<file path="src/rtl/hazard_scoreboard.sv">
// hazard_scoreboard: pipeline hazard control for the five-stage core.
// Detects load-use, WB-to-decode and scoreboard (multi-cycle RAW/WAW) hazards,
// selects EX forwarding sources, flushes on control-flow change, and keeps
// saturating stall/flush performance counters.
module hazard_scoreboard #(
  parameter int unsigned NUM_REGS  = 32,
  parameter int unsigned RA_W      = 5,
  parameter int unsigned LAT_W     = 4,
  parameter int unsigned CNT_W     = 32,
  parameter bit          WD_BYPASS = 1'b0
) (
  input  logic                clk,
  input  logic                reset,
  input  logic                d_valid,
  input  logic [RA_W-1:0]     d_rs1,
  input  logic [RA_W-1:0]     d_rs2,
  input  logic [RA_W-1:0]     d_rd,
  input  logic                d_uses_rs1,
  input  logic                d_uses_rs2,
  input  logic                d_regwren,
  input  logic [LAT_W-1:0]    d_lat,
  input  logic [RA_W-1:0]     e_rs1,
  input  logic [RA_W-1:0]     e_rs2,
  input  logic [RA_W-1:0]     e_rd,
  input  logic                e_memren,
  input  logic                e_br_taken,
  input  logic                e_jump,
  input  logic [RA_W-1:0]     m_rd,
  input  logic [RA_W-1:0]     w_rd,
  input  logic                m_regwren,
  input  logic                w_regwren,
  input  logic                cnt_clr,
  output logic                stall_if,
  output logic                ifid_wren,
  output logic                ifid_flush,
  output logic                idex_flush,
  output logic [1:0]          rs1_sel,
  output logic [1:0]          rs2_sel,
  output logic [NUM_REGS-1:0] sb_busy,
  output logic [CNT_W-1:0]    stall_cnt,
  output logic [CNT_W-1:0]    flush_cnt
);

  localparam logic [1:0] SEL_RF  = 2'b00;
  localparam logic [1:0] SEL_MEM = 2'b01;
  localparam logic [1:0] SEL_WB  = 2'b10;

  logic [LAT_W-1:0]    r_sb_cnt [1:NUM_REGS-1];
  logic [CNT_W-1:0]    r_stall_cnt;
  logic [CNT_W-1:0]    r_flush_cnt;

  logic [NUM_REGS-1:0] w_busy;
  logic                w_cfc;
  logic                w_lu;
  logic                w_wd;
  logic                w_sb;
  logic                w_hz;
  logic                w_issue;
  logic                w_set;

  // Busy vector from the per-register latency counters; x0 is never busy.
  always_comb begin
    w_busy = '0;
    for (int r = 1; r < int'(NUM_REGS); r++) begin
      w_busy[r] = (r_sb_cnt[r] != '0);
    end
  end

  // Hazard terms and stall/flush decisions; control-flow change wins over stalls.
  always_comb begin
    w_cfc = e_br_taken | e_jump;
    w_lu  = e_memren && (e_rd != '0) &&
            ((e_rd == d_rs1 && d_uses_rs1) || (e_rd == d_rs2 && d_uses_rs2));
    w_wd  = !WD_BYPASS && w_regwren && (w_rd != '0) &&
            ((w_rd == d_rs1 && d_uses_rs1) || (w_rd == d_rs2 && d_uses_rs2));
    w_sb  = (w_busy[d_rs1] && d_uses_rs1) || (w_busy[d_rs2] && d_uses_rs2) ||
            (w_busy[d_rd] && d_regwren);
    w_hz    = d_valid && (w_lu || w_wd || w_sb);
    w_issue = d_valid && !w_hz && !w_cfc;
    w_set   = w_issue && d_regwren && (d_rd != '0) && (d_lat >= LAT_W'(2));
  end

  // EX operand forwarding: MEM has priority over WB, x0 never forwards.
  always_comb begin
    rs1_sel = SEL_RF;
    rs2_sel = SEL_RF;
    if (m_regwren && (m_rd != '0) && (m_rd == e_rs1))      rs1_sel = SEL_MEM;
    else if (w_regwren && (w_rd != '0) && (w_rd == e_rs1)) rs1_sel = SEL_WB;
    if (m_regwren && (m_rd != '0) && (m_rd == e_rs2))      rs2_sel = SEL_MEM;
    else if (w_regwren && (w_rd != '0) && (w_rd == e_rs2)) rs2_sel = SEL_WB;
  end

  assign stall_if   = w_hz && !w_cfc;
  assign ifid_wren  = !(w_hz && !w_cfc);
  assign ifid_flush = w_cfc;
  assign idex_flush = w_cfc || w_hz;
  assign sb_busy    = w_busy;
  assign stall_cnt  = r_stall_cnt;
  assign flush_cnt  = r_flush_cnt;

  // Scoreboard counters: load on multi-cycle issue, otherwise count down to zero.
  always_ff @(posedge clk or posedge reset) begin
    if (reset) begin
      for (int r = 1; r < int'(NUM_REGS); r++) r_sb_cnt[r] <= '0;
    end else begin
      for (int r = 1; r < int'(NUM_REGS); r++) begin
        if (w_set && (d_rd == RA_W'(r))) r_sb_cnt[r] <= d_lat - LAT_W'(1);
        else if (r_sb_cnt[r] != '0)      r_sb_cnt[r] <= r_sb_cnt[r] - LAT_W'(1);
      end
    end
  end

  // Saturating stall/flush performance counters; clear beats increment.
  always_ff @(posedge clk or posedge reset) begin
    if (reset) begin
      r_stall_cnt <= '0;
      r_flush_cnt <= '0;
    end else if (cnt_clr) begin
      r_stall_cnt <= '0;
      r_flush_cnt <= '0;
    end else begin
      if (stall_if && (r_stall_cnt != {CNT_W{1'b1}}))
        r_stall_cnt <= r_stall_cnt + CNT_W'(1);
      if (ifid_flush && (r_flush_cnt != {CNT_W{1'b1}}))
        r_flush_cnt <= r_flush_cnt + CNT_W'(1);
    end
  end

endmodule

</file>
<file path="config.mk">
export PLATFORM = sky130hd
export DESIGN_NAME = hazard_scoreboard
export DESIGN_NICKNAME = d
export VERILOG_FILES = /design/src/rtl/hazard_scoreboard.sv
export SDC_FILE = /design/constraint.sdc
export NUM_CORES = 1
export LEC_CHECK = 0
export CAP_MARGIN = 20
export CORE_MARGIN = 2
export CORE_UTILIZATION = 50
export DETAILED_ROUTE_END_ITERATION = 6
export MAX_ROUTING_LAYER = met4
export PLACE_DENSITY = 0.73
export SLEW_MARGIN = 20
export SYNTH_ARGS = -nofsm -noshare
export SYNTH_HDL_FRONTEND = slang
export SYNTH_SLANG_ARGS = --single-unit
</file>
<file path="constraint.sdc">
create_clock -name clk -period 7.9 [get_ports clk]
set_input_delay 1.58 -clock clk [delete_from_list [all_inputs] [get_ports clk]]
set_output_delay 1.58 -clock clk [all_outputs]
set_load 0.02 [all_outputs]
</file>
==> key figures <==
STA
  • Final Setup Violations: 0
  • Relative slew slack: 0.269
  • Fmax: 149 MHz
  • Final worst path period share: 0.848
  • TNS Setup: 0 ps
  • Worst Skew: 10.7 ps
  • Final critical-path required period: 6700 ps
  • Worst Tran Pin Value: between 1000 and 1500 ps
  • Final WS setup: 1200 ps
  • RSZ-0062 raised after global routing: no
  • Final count of hold timing violations: 0
  • Hold slack: 549 ps
  • Max-slew violations: 0

Global route
  • Vias in the first global route: 10,500
  • First-pass GRT wire length: 54,900 um
  • Gr usage total: 0.269
  • Total grt overflow: 0
  • Largest net degree at the start of global routing: between 80 and 90
  • Antenna violations before repair: 0

Yosys
  • Syn Std Cell Area: about 13,000 um2
  • Yosys reg bits: 188
  • Seq/Total Area, Yosys: 0.376
  • Area contributors post-synth: dfrtp_1 (38%), mux2i_1 (5.6%), a21oi_1 (4.5%)
  • Top cell type's share of synthesized area: 0.376
  • Synth async-reset ratio: 1.00
  • Synth unique cells: 72
  • Mapped Nets: 1,471
  • Synth Warn #: 0
  • Post-synth EDFFs: 0
  • Cell taking the most area after synthesis: dfrtp_1
  • Syn avg cell area: ~9 um2
  • Top FF cell, synth: dfrtp_1
  • Post-synthesis cell count: between 1,000 and 1,500

Die
  • Ports: 160
  • DIE WIDTH: 162 um
  • Die area: 26,300 um2
  • Initial Utilization: 0.511
  • Rows: 57
  • Die Height: between 150 and 200 um
  • Core ar.: 24,500 um2

Clock tree
  • Clock Tree Buf Depth: 2
  • H-Tree Depth: 4
  • CTS Buf Count: 17
  • Hold_buf cts: 0
  • Clk root buf: clkbuf_16
  • Clk slew on worst S/H paths: 70 ps
  • TritonCTS clock tree: done
  • Total clock sinks: roughly 190
  • CTS-repair resized insts: 0
  • Worst skew pair latency: 440 ps
  • Postcts setup bufs: 0

Placement
  • Count of input and output buffers: 158
  • Dpl cells: approximately 1,800
  • Hpwl dp: 24,000 um
  • Post-placement setup slack: approximately 1200 ps
  • Final Wtd Congestion: 0.941

Worst setup path
  • FF-to-FF Start: r_sb_cnt[68]$_DFFE_PP0P_
  • Reg2reg path depth: 12
  • Worst path arrival time: 5120 ps
  • Worst setup SP type: primary input
  • Worst path required time: 6320 ps
  • CP Cell Sequence: clkdlybuf4s50_1 -> or4b_2 -> o21ai_0 -> a2111oi_2 -> o31a_1 -> a211oi_1 -> and4_4 -> nand2b_1 -> clkdlybuf4s50_1
  • Flop2flop setup slack: 3110 ps
  • Critical path's slowest cell: or4b_2
  • Most frequent CP cell: clkdlybuf4s50_1
  • Setup CP Type: in2out
  • FF-to-FF End: r_sb_cnt[11]$_DFFE_PP0P_
  • CP Capture Type: primary output
  • Largest stage delay, worst path: approximately 900 ps
  • Max FO, Critical Path: 22

Drt
  • Post-DRT Antenna Nets: 0
  • Routed wire per std cell: 18.1 um
  • DRC Markers: 0
  • First drt pass iteration count: 5
  • Final wirelength: about 34,000 um
  • Vias per cell: 5.80
  • Initial DRC count: 747
  • Vias: 10,800

Finish
  • Ant diodes: 0
  • Commonest non-fill, non-tap cell in the layout: dfrtp_1
  • Synth-to-layout area growth: 19.6%
  • Commonest non-fill, non-tap cells in the layout: dfrtp_1 (188), clkdlybuf4s50_1 (157), inv_1 (135)
  • Share of layout cells above drive strength 1: 0.0862
  • Layout Nets: 1,609
  • Final Non-Filler Cells: 1,855

Power
  • Overall Power: between 4 and 5 mW
  • Power Dens Cells: ~300 nW/um2
  • Peak supply drop: 0.000185 V
  • LEAKAGE: 6.44 nW

Worst hold path
  • Hold path start: r_sb_cnt[102]$_DFFE_PP0P_
  • Worst hold-check path type: reg2reg
  • Hold Crit Depth: 2
  • Hold EP: r_sb_cnt[102]$_DFFE_PP0P_

Run status
  • Status: complete, no violations

Run
  • Max cap viols: 0
==> through the flow <==
stage	instance area (um2)	util
floorplan	12500	-
global placement	14300	0.586
detailed placement	14300	0.586
CTS	15000	0.612
global route	15000	0.612
finish	15000	0.612
==> logic make-up (layout without fill, tap and decap cells) <==
| kind of cell | after synthesis | after routing | share of synthesized area |
|---|---|---|---|
| AND/OR/NAND/NOR | 507 | 507 | 0.249 |
| AO/OA/AOI/OAI | 254 | 254 | 0.114 |
| buffers and inverters | 200 | 351 | 0.0693 |
| flip-flops | 188 | 188 | 0.376 |
| XOR/XNOR | 99 | 99 | 0.0693 |
| multiplexers | 96 | 96 | 0.0869 |
| adder cells (fa/ha/maj) | 35 | 35 | 0.0350 |
| other | 1 | 1 | 0.000300 |
==> cells in the mapped netlist, types with 3 or more instances <==
master    number
nor2b_1       22
nor4_1        19
buf_4          3
o31ai_1        6
buf_6         11
clkbuf_1      37
nand3_2       29
o21ai_0       43
buf_2          9
o21ai_1       52
and4_1        10
nand3_1       41
nand2_1       57
o2111a_1       3
nand4_4        4
and3_1        14
nor2_1        91
nor3b_1       46
nor3_1        53
a22oi_1        5
a211oi_1       6
inv_1        136
nor4b_1        4
mux2i_1       70
nand4_1       15
a21oi_1      112
nor3b_2       16
xor2_1        47
mux4_2         8
mux2_2         3
nand2b_1      11
dfrtp_1      188
nor4b_2        3
mux2_1        14
a211o_1        3
nor4bb_1       3
or4_1         11
or3_1         45
ha_1          35
o22ai_1        4
xnor2_1       52
==> registers in the layout (all words and copies together), names as in the netlist <==
register   cells
flush_cnt     32
r_sb_cnt     124
stall_cnt     32
==> worst max-delay path, delay by kind of cell <==
| family | cells | cell delay [ps] |
|---|---|---|
| simple gates | 3 | 1410 |
| buf+inv | 2 | 1420 |
| compound gates | 4 | 700 |
==> area by class of cell <==
cell class,instances,area (um2)
Tap cell,324,405
Clock buffer,17,425
Fill cell,2055,9500
Inverter,137,519
Clock inverter,15,203
Multi-Input combinational cell,992,6950
Timing Repair Buffer,182,1760
Sequential cell,188,4700
==> how the worst max path moves through the flow <==
| stage | from | endpoint | slack (ps) |
|---|---|---|---|
| after global routing | d_rd[0] | ifid_wren | 990 |
| after floorplan | reset | flush_cnt[0]$_DFFE_PP0P_ | 1210 |
| after CTS | d_rd[1] | ifid_wren | 1210 |
| final | d_rd[0] | ifid_wren | 1200 |
| after global placement | d_rd[1] | ifid_wren | 1280 |
| after detailed placement | d_rd[1] | ifid_wren | 1200 |
==> where the power goes <==
part | internal, mW | total (mW) | switching (mW)
combinational | 0.927 | 2.06 | 1.14
clock | 0.487 | 0.913 | 0.426
sequential | 1.29 | 1.53 | 0.241
==> routing by layer <==
metal	global-route usage	share of wire	vias to the layer above
li1	-	-	5140
met1	0.359	0.44	5257
met2	0.432	0.48	317
met3	0.0388	0.058	39
met4	0.0712	0.017	0
met5	-	0	-
No activity file was read; power rests on OpenSTA's default activity.
